### src/rtl/sort_avalon_pkg.sv
// sort_avalon_pkg: shared FSM state type and counter-width helper for the packet sorter
package sort_avalon_pkg;
  typedef enum logic {RECV, SEND} sort_state_t;
  function automatic int cnt_w(input int max_len);
    return $clog2(max_len + 1);
  endfunction
endpackage

### src/rtl/sort_insert_array.sv
// sort_insert_array: sorted register array with single-cycle parallel-compare insertion
module sort_insert_array import sort_avalon_pkg::*; #(
  parameter int DWIDTH      = 8,
  parameter int MAX_PKT_LEN = 16,
  localparam int CW = cnt_w(MAX_PKT_LEN),
  localparam int IW = $clog2(MAX_PKT_LEN)
) (
  input  logic              clk_i,
  input  logic              ins_i,
  input  logic              clr_i,
  input  logic              desc_i,
  input  logic [DWIDTH-1:0] data_i,
  input  logic [CW-1:0]     count_i,
  input  logic [IW-1:0]     rd_idx_i,
  output logic [DWIDTH-1:0] rd_data_o
);
  logic [DWIDTH-1:0]      r_a [MAX_PKT_LEN];
  logic [DWIDTH-1:0]      w_nxt [MAX_PKT_LEN];
  logic [MAX_PKT_LEN-1:0] w_after, w_pos;
  logic [CW-1:0]          w_cnt;
  assign w_cnt = clr_i ? '0 : count_i;
  // w_after is a thermometer over the sorted contents; empty slots count as "after"
  for (genvar i = 0; i < MAX_PKT_LEN; i++) begin : g_slot
    assign w_after[i] = (CW'(i) < w_cnt) ? (desc_i ? data_i > r_a[i] : data_i < r_a[i]) : 1'b1;
    if (i == 0) begin : g_first
      assign w_nxt[i] = w_pos[i] ? data_i : r_a[i];
    end else begin : g_rest
      assign w_nxt[i] = w_pos[i] ? data_i : w_after[i] ? r_a[i-1] : r_a[i];
    end
  end
  assign w_pos = w_after & ~(w_after << 1);
  always_ff @(posedge clk_i)
    if (ins_i) r_a <= w_nxt;
  assign rd_data_o = r_a[rd_idx_i];
endmodule

### src/rtl/sort_avalon_pipe.sv
// sort_avalon_pipe: Avalon-ST packet sorter, per-packet ascending/descending, truncates oversize packets
module sort_avalon_pipe import sort_avalon_pkg::*; #(
  parameter int DWIDTH      = 8,
  parameter int MAX_PKT_LEN = 16
) (
  input  logic              clk_i,
  input  logic              arst_n_i,
  input  logic              mode_desc_i,
  input  logic [DWIDTH-1:0] snk_data_i,
  input  logic              snk_valid_i,
  input  logic              snk_startofpacket_i,
  input  logic              snk_endofpacket_i,
  output logic              snk_ready_o,
  output logic [DWIDTH-1:0] src_data_o,
  output logic              src_valid_o,
  output logic              src_startofpacket_o,
  output logic              src_endofpacket_o,
  output logic              src_error_o,
  input  logic              src_ready_i
);
  localparam int CW = cnt_w(MAX_PKT_LEN);
  localparam int IW = $clog2(MAX_PKT_LEN);
  sort_state_t   r_state, w_state_nxt;
  logic [CW-1:0] r_count, r_rd_ptr;
  logic          r_in_pkt, r_ovf, r_mode;
  logic          w_acc, w_sop, w_take, w_full, w_ins, w_end, w_last, w_pop;
  assign w_acc  = snk_valid_i & snk_ready_o;
  assign w_sop  = w_acc & snk_startofpacket_i;
  assign w_take = w_acc & (snk_startofpacket_i | r_in_pkt);
  assign w_full = r_count == CW'(MAX_PKT_LEN);
  assign w_ins  = w_sop | (w_take & ~w_full);
  assign w_end  = w_take & snk_endofpacket_i;
  assign w_last = r_rd_ptr == r_count - 1'b1;
  assign w_pop  = src_valid_o & src_ready_i;
  assign snk_ready_o         = r_state == RECV;
  assign src_valid_o         = r_state == SEND;
  assign src_startofpacket_o = src_valid_o & (r_rd_ptr == '0);
  assign src_endofpacket_o   = src_valid_o & w_last;
  assign src_error_o         = src_endofpacket_o & r_ovf;
  always_comb begin
    w_state_nxt = r_state;
    w_state_nxt = r_state == RECV ? (w_end ? SEND : RECV) : (w_pop & w_last ? RECV : SEND);
  end
  always_ff @(posedge clk_i or negedge arst_n_i)
    if (!arst_n_i) begin
      r_state  <= RECV;
      r_count  <= '0;
      r_rd_ptr <= '0;
      r_in_pkt <= 1'b0;
      r_ovf    <= 1'b0;
      r_mode   <= 1'b0;
    end else begin
      r_state <= w_state_nxt;
      if (w_sop) begin
        r_count <= CW'(1);
        r_mode  <= mode_desc_i;
        r_ovf   <= 1'b0;
      end else if (w_ins) r_count <= r_count + 1'b1;
      else if (w_take) r_ovf <= 1'b1;
      if (w_end) r_in_pkt <= 1'b0;
      else if (w_sop) r_in_pkt <= 1'b1;
      if (w_pop) r_rd_ptr <= w_last ? '0 : r_rd_ptr + 1'b1;
    end
  sort_insert_array #(.DWIDTH(DWIDTH), .MAX_PKT_LEN(MAX_PKT_LEN)) u_arr (
    .clk_i    (clk_i),
    .ins_i    (w_ins),
    .clr_i    (w_sop),
    .desc_i   (w_sop ? mode_desc_i : r_mode),
    .data_i   (snk_data_i),
    .count_i  (r_count),
    .rd_idx_i (r_rd_ptr[IW-1:0]),
    .rd_data_o(src_data_o)
  );
endmodule
### config.mk
export PLATFORM = sky130hd
export DESIGN_NAME = sort_avalon_pipe
export DESIGN_NICKNAME = d
export VERILOG_FILES = /design/src/rtl/sort_avalon_pkg.sv /design/src/rtl/sort_insert_array.sv /design/src/rtl/sort_avalon_pipe.sv
export SDC_FILE = /design/constraint.sdc
export NUM_CORES = 1
export LEC_CHECK = 0
export CAP_MARGIN = 10
export CORE_MARGIN = 1.5
export CORE_UTILIZATION = 50
export DETAILED_ROUTE_END_ITERATION = 7
export PLACE_DENSITY = 0.69
export REMOVE_ABC_BUFFERS = 1
export SYNTH_ARGS = -nofsm -noshare
export SYNTH_HDL_FRONTEND = slang
export SYNTH_SLANG_ARGS = --single-unit
### constraint.sdc
create_clock -name clk_i -period 2.85 [get_ports clk_i]
set_clock_uncertainty 0.2 [all_clocks]
set_input_delay 0.57 -clock clk_i [delete_from_list [all_inputs] [get_ports clk_i]]
set_output_delay 0.57 -clock clk_i [all_outputs]
set_load 0.01 [all_outputs]
## Yosys cells after proc, flatten, opt, wreduce, memory -nomap -nowiden

Index checks and enable logic that the tools add are counted.

| cells by class | value |
|---|---|
| div/mod/pow operators | 0 |
| bitwise gates (word level) | 17 |
| order comparisons | 49 |
| add/sub/neg operators | 3 |
| shift operators | 0 |
| muxes and demuxes | 78 |
| multipliers | 0 |
| equality and inequality tests | 3 |
| reduce and logical (&&, ||, !) cells | 36 |

Operators by type and width:

| cell | number |
|---|---|
| two-way mux 8 bit | 32 |
| > comparator 8 bit | 16 |
| less-than comparator 8 bit | 16 |
| two-way mux 1 bit | 41 |
| less-than comparator 4 x 5 -> 1 bit (first input constant) | 8 |
| nonzero test 2 bit | 18 |
| AND reduction 2 bit | 17 |
| binary-select mux 8 bit (select 4 bit) | 1 |
| less-than comparator 3 x 5 -> 1 bit (first input constant) | 4 |
| two-way mux 5 bit | 4 |
| bitwise AND 16 bit | 1 |
| NOT 16 bit | 1 |
| adder 5 x 1 -> 5 bit (second input constant) | 2 |
| bitwise AND 1 bit | 10 |
| less-than comparator 1 x 5 -> 1 bit (first input constant) | 2 |
| less-than comparator 2 x 5 -> 1 bit (first input constant) | 2 |
| equality test 5 bit | 1 |
| equality test 5 bit (second input constant) | 1 |
| greater-or-equal comparator 5 bit (second input constant) | 1 |
| logical NOT 5 bit | 1 |
| NOT 4 -> 5 bit | 1 |
| subtractor 5 x 1 -> 5 bit (second input constant) | 1 |
| != test 2 bit (second input constant) | 1 |
| NOT 1 bit | 2 |
| bitwise OR 1 bit | 2 |

| word-level totals | value |
|---|---|
| word-level logic and storage cells | 208 |
| memories | 0 |
| bits in writable memories | 0 |
| register bits after elaboration | 142 |
| memory bits (read-only) | 0 |
| output and inout port bits | 13 |
| bits in latches | 0 |

## Depth between registers and ports, before layout

Gate-level depths: netlist of run 1.

| logic depth | value |
|---|---|
| word-level depth | 10 |
| mapped depth | 10 |
| gate-level depth less buffers | 9 |

## By module

From an unflattened synthesis of run 1, not the netlist that was laid out.

| second synthesis, totals | value |
|---|---|
| cells, all modules | 916 |
| area total of the unflattened synthesis | 10867.9 um^2 |

By module, submodules not included:

| module | cells an instance | instances | sequential area each (um^2) | area an instance (um^2) |
|---|---|---|---|---|
| sort_insert_array | 823 | 1 | 3843.7 | 9989.6 |
| sort_avalon_pipe | 93 | 1 | 350.3 | 878.3 |

## Least setup slack after synthesis of run 1

No wires, ideal clock.

| timing path | value |
|---|---|
| path kind | input port to flip-flop |
| start point | in snk_data_i[0] |
| end point | reg u_arr.r_a[65] (netlist name) (data pin) |
| arrival | 2682 ps |
| setup slack | -292 ps |
| buffers on the path | 1 |
| stages on the path | 10 |
| cell sequence | inv_1 > ha_1 > nor2b_1 > o211ai_1 > a21oi_1 > o221a_2 > nor4_1 > nand2b_1 > buf_2 > mux2_2 |

RTL lines:

| element | line | RTL |
|---|---|---|
| start, declared | sort_avalon_pipe.sv:9 | `input logic [DWIDTH-1:0] snk_data_i,` |
| end signal, assigned | sort_insert_array.sv:33 | `if (ins_i) r_a <= w_nxt;` |
| end, declared | sort_insert_array.sv:17 | `logic [DWIDTH-1:0] r_a [MAX_PKT_LEN];` |

## Worst setup path after layout of run 1

| timing path | value |
|---|---|
| start point | reg r_count[1] |
| end point | out src_error_o |

| on the way | value |
|---|---|
| cells in the longest elaborated chain, start to end | 4 |

RTL lines:

| element | line | RTL |
|---|---|---|
| start, declared | sort_avalon_pipe.sv:24 | `logic [CW-1:0] r_count, r_rd_ptr;` |
| start signal, assigned | sort_avalon_pipe.sv:58 | `end else if (w_ins) r_count <= r_count + 1'b1;` |
| subtractor 5 x 1 -> 5 bit | sort_avalon_pipe.sv:33 | `assign w_last = r_rd_ptr == r_count - 1'b1;` |
| equality test 5 bit | sort_avalon_pipe.sv:33 |  |
| bitwise AND 1 bit | sort_avalon_pipe.sv:38 | `assign src_endofpacket_o = src_valid_o & w_last;` |
| bitwise AND 1 bit | sort_avalon_pipe.sv:39 | `assign src_error_o = src_endofpacket_o & r_ovf;` |
| end, declared | sort_avalon_pipe.sv:18 | `output logic src_error_o,` |

Every way passes these cells.

==> flow_summary.ini, run 1 <==
[outcome]
status = finished, violations left
violations = setup timing

[global_routing]
antenna_found_initial = 0
grt_pass1_vias = 8715
grt.total_usage_pct = 32.09
grt_pass1_wl_um = 52550
grt_max_degree = 21
grt_overflow = 0

[route]
routedWlPerCell_um = 26.14
drt_first_pass_iters = 6
drc = 0
vias_per_cell = 6.447
drt-total-wl_um = 37560
antenna_left = 0
drt_iter0_drc = 1132
vias = 9265

[timing]
relSlewSlack_pct = 53.46
setup_ws_ps = -381.2
min_period_ps = 3231
max_freq_ghz = 0.3095
hold_violations = 0
setup_viol = 66
period_share_pct = 113.4
tightest_slew_ps = 695.9
drv_slew = 0
rsz0062_at_grt = true

[synthesis]
synth_edf_count = 128
ys_ff_latch = 142
synth_area_um2 = 10850
syn_avg_cell_area_um2 = 11.48
ys_warn_count = 0
synth_common_cells = 133 x ha_1, 128 x edfxtp_1, 124 x inv_1, 115 x mux2_2, 74 x a21oi_1
synthMostInstantiatedCell = ha_1
synth_mux_area_share_pct = 21.62
synth_top_family_by_area = multiplexers
async_flop_share_pct = 9.859
synthCells = 945
ys_types = 57
ys.flop_type = edfxtp_1
yosysSeqAreaShare_pct = 38.67
synthSimpleGateAreaFrac_pct = 9.102
synthAdderAreaFrac_pct = 15.34
synth_xor_area_share_pct = 0.7268
yosysTopAreaCell = edfxtp_1
synth_area_leaders = edfxtp_1 35%, ha_1 15%, mux2_2 12%, mux4_2 8.3%, inv_1 4.3%
synth_compound_area_share_pct = 8.468
synth.top_cell.area_share_pct = 35.44

[finish]
layoutNonFillerInstCount = 1437
multi_input_area_um2 = 6957
layout-drive-gt1-share_pct = 46.08
final_area_um2 = 14960
seq_area_um2 = 4195
nets = 1296
layout-area-overhead-vs-synth_pct = 37.97
fillerInstances = 1341

[power]
power_density_nw_per_um2 = 749.5
ir_drop_mv = 0.4369
p_leak_nw = 6.339
power_w = 0.01121

[critical_path]
cp_top_family = simple AND/OR/NAND/NOR gates
critPathCaptureType = output port
slowest_stage = or4b_4
cpPeakStageDelay_ps = 470
crit_arrival_ps = 2460
critPathKind = reg2out
path_buf_inv = 3
cp-start-kind = register
crit_required_ps = 2080
crit_chain = inv_2 > ha_4 > and2_4 > or4b_4 > a2111oi_4 > buf_4 > and3_1 > buf_2
cp_max_fo = 3

[die]
num_rows = 53
start_util_pct = 51.27
die_x_um = 150.3
die-area_um2 = 22580
core-area_um2 = 21150
io_pins = 28
die_y_um = 150.3

[place]
placed_cell_area_um2 = 12490
place.gp.congestion = 0.9247
place_inst = 1343
place_ws_ps = -949.7
dpl.hpwl_um = 22630
portBuffers = 27

[flow_run]
max_cap_violations = 0

[hold_path]
worstHoldPathType = reg2reg

[cts]
cts_tree = built
cts_made_buffers = 17
postCtsHoldBufs = 0
cts.sinks = 142
cts.reportedPaths.clkPinSlew_ps = 60
htreeDepth = 4
root_buffer = clkbuf_16
clock_path_buffers = 2
clk_latency_ps = 440
-- worst paths after layout --
path	depth (start not counted)	slack, ps	endpoint	from
max in group asynchronous	1	1610	r_rd_ptr[0]	arst_n_i
worst min register to register	2	300	r_ovf	r_ovf
min in group asynchronous	1	350	r_ovf	arst_n_i
worst max-delay path	8	-380	src_error_o	r_count[1]
worst min-delay path	2	300	r_ovf	r_ovf
worst max register to register	11	-130	u_arr.r_a[75]	u_arr.r_a[81]
-- timing repair --
item | in CTS | in global routing
setup endpoints to repair | 257 | 191
resized for setup | 193 | 145
buffers inserted | 31 | 23
gates cloned | 8 | 3
pin swaps | 39 | 47
-- kinds of logic after synthesis --
family | Yosys count
xor+xnor | 9
buf+inv | 164
simple gates | 181
flops | 142
fa+ha+maj | 133
mux | 165
compound gates | 151
-- sequential cells by signal (all words and copies together) (netlist names) --
name,cells
r_ovf,1
u_arr.r_a,128
r_count,5
r_mode,1
r_in_pkt,1
src_valid_o,1
r_rd_ptr,5
-- per-stage QoR --
| stage | hold slack (ps) | util (%) | setup TNS, ps |
|---|---|---|---|
| after detailed placement | 291.9 | 59.02 | -194080 |
| after floorplan | 74.41 | - | -25530 |
| after global placement | 281.5 | 59.02 | -182330 |
| after CTS | 306.2 | 66.59 | -3217 |
| after global routing | 315.2 | 70.72 | -10690 |
| final | 300.9 | 70.73 | -5974 |
-- worst register-to-register path: stages, from the launching register on --
cell and delay, ps:
edfxtp_1 470, inv_2 120, ha_4 200, nor2b_1 130, o211ai_1 220, a21oi_2 110, or2_4 230, o211ai_1 350
buf_4 210, nor2_4 50, buf_12 150, mux2_4 300
-- cell type report --
class / count / area share, %
inverters: 125 / 3.169
multi-input cells: 639 / 46.49
repair buffers: 223 / 15.85
flip-flops and latches: 142 / 28.04
clock buffers: 19 / 2.893
diodes: 1 / 0.01672
well taps: 275 / 2.300
clock inverters: 13 / 1.246
-- report_power, final --
group | internal, W | switching, W | total, W | leakage (nW)
Sequential | 0.00275 | 0.000291 | 0.00304 | 1.32
Combinational | 0.00296 | 0.00279 | 0.00575 | 4.73
Clock | 0.00147 | 0.000958 | 0.00243 | 0.292
Total | 0.00718 | 0.00404 | 0.0112 | 6.34
-- cell usage in the layout, fill, tap and decap left out, types with 5 or more instances in the layout --
cell type and instances:
xnor2_1 6, nor2b_1 16, nand3_1 13, ha_1 99, a21oi_2 24, nor2b_2 5
nor2_4 5, nor2b_4 5, mux2_2 66, buf_12 27, ha_4 32, clkbuf_16 20
o211ai_1 20, o21ai_1 9, inv_2 7, edfxtp_1 128, nand2_1 29, clkdlybuf4s50_1 6
buf_6 23, nor3_1 8, buf_8 7, a21oi_1 50, buf_2 5, nor2_1 29
inv_1 116, mux2_4 57, buf_4 141, dfrtp_1 13, o21ai_0 17, nand4_1 33
mux4_2 40, nor2_2 6
-- layer usage --
layer | track usage [%] | routed length, um | vias up
met5 | 0 | 0 | -
met1 | 43.18 | 14620 | 4572
li1 | - | - | 3954
met4 | 12.40 | 1620 | 0
met2 | 51.03 | 17300 | 612
met3 | 6.515 | 4014 | 127
No activity file was read; power rests on OpenSTA's default activity.
==> inputs of run 2 (changes only) <==
--- a/config.mk
+++ b/config.mk
@@ -6,7 +6,7 @@
 export NUM_CORES = 1
 export LEC_CHECK = 0
 export CAP_MARGIN = 10
-export CORE_MARGIN = 1.5
+export CORE_MARGIN = 4
 export CORE_UTILIZATION = 50
 export DETAILED_ROUTE_END_ITERATION = 7
 export PLACE_DENSITY = 0.69
==> run 2 against run 1 <==
Net effect: critical endpoint is now src_data_o[0]; wire length shrank 6.7%; critical path depth down 3; combinational power shrank 7.7%; sequential power hardly changed; cell count shrank 0.97%; the run still ends with setup timing left; worst setup slack got worse by 15 ps; power fell by 6.4%; maximum frequency fell by 0.46%; utilization is 2.2 points lower.
==> flow_summary.ini, run 2 (same netlist as run 1, synthesis figures left out) <==
[global_routing]
antenna_found_initial = 1
grt_pass1_wl_um = 50180
grt_overflow = 0
grt.total_usage_pct = 27.71
grt_pass1_vias = 8667
grt_max_degree = 17

[place]
placed_cell_area_um2 = 12540
portBuffers = 27
dpl.hpwl_um = 22200
place.gp.congestion = 0.8912

[cts]
cts_tree = built
cts.reportedPaths.clkPinSlew_ps = 60
root_buffer = clkbuf_16
postCtsHoldBufs = 0
clock_path_buffers = 2
htreeDepth = 4
cts_made_buffers = 17
cts.sinks = 142
clk_latency_ps = 440

[critical_path]
slowest_stage = dfrtp_2
crit_chain = buf_12 > buf_12 > mux4_2 > mux4_2 > buf_6
critPathCaptureType = output port
cp_max_fo = 8
crit_path_start = r_rd_ptr[0]
path_buf_inv = 3
critPathKind = reg2out
cpPeakStageDelay_ps = 540
cp_top_family = multiplexers
r2r-start = u_arr.r_a[9]
crit_required_ps = 2080
rrSetupSlack_ps = -170
crit_arrival_ps = 2480
cp-start-kind = register

[timing]
tightest_slew_ps = 739.7
max_freq_ghz = 0.3081
period_share_pct = 113.9
min_period_ps = 3246
relSlewSlack_pct = 50.59
setup_ws_ps = -396.2
drv_slew = 0
rsz0062_at_grt = true
hold_violations = 0
setup_viol = 52

[die]
die-area_um2 = 24110
start_util_pct = 51.27
io_pins = 28
die_y_um = 155.3
core-area_um2 = 21150
die_x_um = 155.3
num_rows = 53

[finish]
fin_util_pct = 68.56
largest_register_ff_count = 128
final_cell_mix = 142 x buf_4, 128 x edfxtp_1, 115 x inv_1
top_register = u_arr.r_a
n_antenna_cell = 0
multi_input_area_um2 = 6853
final_common_cell = buf_4
top_regs = u_arr.r_a (128), r_count (5), r_rd_ptr (5)
nets = 1283
seq_area_um2 = 4195
layout-area-overhead-vs-synth_pct = 33.73
final_area_um2 = 14500
layout-drive-gt1-share_pct = 44.25
fillerInstances = 1401

[flow_run]
max_cap_violations = 0

[route]
drt-total-wl_um = 35050
vias_per_cell = 6.309
routedWlPerCell_um = 24.63
drt_iter0_drc = 1162
drt_first_pass_iters = 5
drc = 0
vias = 8977
antenna_left = 0

[power]
power_switching_share_pct = 36.93
p_seq_share_pct = 29.2
cellInternalPower_w = 0.006617
ir_drop_mv = 0.4610
p_leak_nw = 6.157
power_density_nw_per_um2 = 723.3
p_clk_share_pct = 20.2
pwr-share-comb_pct = 50.6
p_sw_w = 0.003874

[outcome]
status = finished, violations left
violations = setup timing

[hold_path]
worstHoldPathType = in2reg
hp-start = snk_data_i[1]
[run 2: changes by cell type in the layout (fill, tap and decap cells not counted), moves of 3 or more]
cell,before,now
nor2b_1,16,20
bufinv_16,4,0
buf_12,27,21
buf_8,7,1
clkinv_4,1,4
nor2b_4,5,2
[run 2: routing by layer]
layer	share of wire [%]	routed length (um)	vias to the layer above	track usage [%]
li1	-	-	3925	-
met4	4.9	1732	2	14.09
met5	0.020	7	-	0
met2	46	16090	485	42.20
met3	9.5	3319	120	6.676
met1	40	13900	4445	37.07
[run 2: final timing paths]
kind | endpoint | cells past startpoint
min reg2reg | r_ovf | 2
max | src_data_o[0] | 5
max reg2reg | u_arr.r_a[2] | 9
max in group asynchronous | r_rd_ptr[0] | 1
min | u_arr.r_a[121] | 2
min in group asynchronous | r_mode | 1
[run 2: layout make-up]
type | instances | area share, %
inverter | 125 | 3.269
timing repair buffer | 210 | 14.47
tap | 275 | 2.372
clock buffer | 18 | 2.959
sequential | 142 | 28.93
clock inverter | 14 | 0.7591
multi-input combinational | 639 | 47.25
[run 2: metrics by stage]
stage / hold slack (ps) / std cells / setup WS [ps] / total power (W) / setup TNS [ps]
2_1_floorplan: 74.41 / 906 / -487.6 / 0.005577 / -25530
3_3_place_gp: 273.4 / 1352 / -872.9 / 0.007522 / -179920
3_5_place_dp: 284.9 / 1352 / -933.5 / 0.007608 / -189290
4_1_cts: 300.4 / 1410 / -381.3 / 0.01014 / -4016
5_1_grt: 260.4 / 1423 / -427.6 / 0.01091 / -8989
6_report: 275.3 / 1423 / -396.2 / 0.01049 / -5555
[run 2: power by group through the flow]
stage | combinational, W | sequential [W] | clock, W
2_1_floorplan | 0.00239 | 0.00318 | 0
3_3_place_gp | 0.00447 | 0.00305 | 0
3_5_place_dp | 0.00456 | 0.00305 | 0
4_1_cts | 0.00499 | 0.00303 | 0.00211
5_1_grt | 0.00561 | 0.00307 | 0.00223
6_report | 0.00531 | 0.00306 | 0.00212
[run 2: repair_timing]
item / CTS / global route
resized for setup: 168 / 132
setup endpoints to repair: 259 / 233
cloned: 9 / 1
buffers inserted: 18 / 14
pin swaps: 31 / 57
==> inputs of run 3 (changes only) <==
--- a/config.mk
+++ b/config.mk
@@ -11,6 +11,7 @@
 export DETAILED_ROUTE_END_ITERATION = 7
 export PLACE_DENSITY = 0.69
 export REMOVE_ABC_BUFFERS = 1
+export SKIP_LAST_GASP = 1
 export SYNTH_ARGS = -nofsm -noshare
 export SYNTH_HDL_FRONTEND = slang
 export SYNTH_SLANG_ARGS = --single-unit
==> run 3 against run 2 <==
Net effect: the flow still finishes with violations (setup timing); critical endpoint unchanged; maximum frequency about the same; largest cell class unchanged; combinational power about the same; clock-buffer cell count unchanged; via count about the same; clock power about the same; sequential power about the same.
==> flow_summary.ini, run 3 (same netlist as run 1, synthesis figures left out) <==
[cts]
postCtsHoldBufs = 0
clock_path_buffers = 2
cts.sinks = 142
cts_made_buffers = 17
cts.reportedPaths.clkPinSlew_ps = 70
cts_tree = built
root_buffer = clkbuf_16
htreeDepth = 4
clk_latency_ps = 440

[finish]
final_area_um2 = 14560
layout-drive-gt1-share_pct = 44.52
largest_register_ff_count = 128
top_register = u_arr.r_a
layout-area-overhead-vs-synth_pct = 34.23
final_common_cell = buf_4
final_cell_mix = 144 x buf_4, 128 x edfxtp_1, 115 x inv_1
nets = 1285
layoutNonFillerInstCount = 1426
top_regs = u_arr.r_a (128), r_count (5), r_rd_ptr (5)

[critical_path]
critPathCaptureType = output port
cp_max_fo = 8
cp-start-kind = register
cpPeakStageDelay_ps = 540
slowest_stage = dfrtp_2
crit_arrival_ps = 2470
crit_chain = buf_12 > buf_12 > mux4_2 > mux4_2 > buf_6
crit_required_ps = 2080
critPathKind = reg2out

[global_routing]
grt_pass1_wl_um = 50200
grt.total_usage_pct = 27.68
grt_pass1_vias = 8662
antenna_found_initial = 2
grt_max_degree = 17
grt_overflow = 0

[route]
drc = 0
antenna_left = 0
drt_first_pass_iters = 6
vias = 8973
drt_iter0_drc = 1120
vias_per_cell = 6.292
drt-total-wl_um = 34990
routedWlPerCell_um = 24.54

[power]
p_leak_nw = 6.167
power_w = 0.01050
pwr-share-comb_pct = 50.8
p_seq_share_pct = 29.1
power_switching_share_pct = 36.87
p_sw_w = 0.003872
p_clk_share_pct = 20.1
power_density_nw_per_um2 = 721.4
ir_drop_mv = 0.4632
cellInternalPower_w = 0.006630

[timing]
relSlewSlack_pct = 49.89
setup_ws_ps = -393.6
hold_violations = 0
period_share_pct = 113.8
rsz0062_at_grt = true
setup_viol = 62
tightest_slew_ps = 750.1
min_period_ps = 3244
drv_slew = 0
max_freq_ghz = 0.3083

[die]
die_y_um = 155.3
num_rows = 53
die-area_um2 = 24110
core-area_um2 = 21150
start_util_pct = 51.27
io_pins = 28
die_x_um = 155.3

[place]
place_ws_ps = -933.5
dpl.hpwl_um = 22200
portBuffers = 27
placed_cell_area_um2 = 12540
place.gp.congestion = 0.8912
place_inst = 1352

[flow_run]
max_cap_violations = 0

[hold_path]
worstHoldPathType = in2reg

[outcome]
status = finished, violations left
violations = setup timing
[run 3: cell types whose count changed in the layout (fill, tap and decap cells not counted), sizes merged]
cell,previous run,this run
buf,197,198
clkbuf,20,21
diode,0,1
[run 3: area by class of cell]
cell class                 instances  area, um^2
tap                              275       344.1
sequential                       142        4195
clock buffer                      18       429.2
timing repair buffer             212        2133
fill                            1380        6596
multi-input combinational        639        6869
inverter                         125       474.2
clock inverter                    14       110.1
antenna                            1       2.502
[run 3: critical path, delay by kind of cell, from the launching register on]
family	cells	cell delay, ps
flip-flops	1	540
multiplexers	2	1040
buffers and inverters	3	450
[run 3: per-layer routing]
layer	vias to the layer above	routed length, um	global-route usage, %
met2	508	16040	42.53
met5	-	20	0
li1	3937	-	-
met1	4407	13880	37.09
met4	2	1674	14.01
met3	119	3375	6.120
[run 3: power by group through the flow]
stage / logic, W / clock network (W) / registers [W]
finish: 0.00533 / 0.00211 / 0.00306
detailed placement: 0.00456 / 0 / 0.00305
global route: 0.00563 / 0.00221 / 0.00307
CTS: 0.00498 / 0.00211 / 0.00303
floorplan: 0.00239 / 0 / 0.00318
global placement: 0.00447 / 0 / 0.00305
[run 3: final timing paths]
path,slack (ps),endpoint,depth (start not counted),from
setup reg to reg,-190,u_arr.r_a[1],9,u_arr.r_a[9]
max in group asynchronous,1610,r_rd_ptr[0],1,arst_n_i
hold reg to reg,290,r_ovf,2,r_ovf
hold / removal,290,u_arr.r_a[121],2,snk_data_i[1]
setup / recovery,-390,src_data_o[0],5,r_rd_ptr[0]
min in group asynchronous,360,r_ovf,1,arst_n_i
[run 3: per-stage QoR]
stage	util [%]	hold slack, ps	TNS, ps
finish	68.82	292.8	-6692
global placement	59.28	273.4	-179920
floorplan	-	74.41	-25530
detailed placement	59.28	284.9	-189290
global route	68.81	285.8	-9412
CTS	65.35	300.4	-4472
[run 3: repair_timing]
action,CTS,global route
setup buffers,18,15
endpoints found under the setup margin,259,233
pin swaps,31,56
resized for setup,163,135
gates cloned,9,2
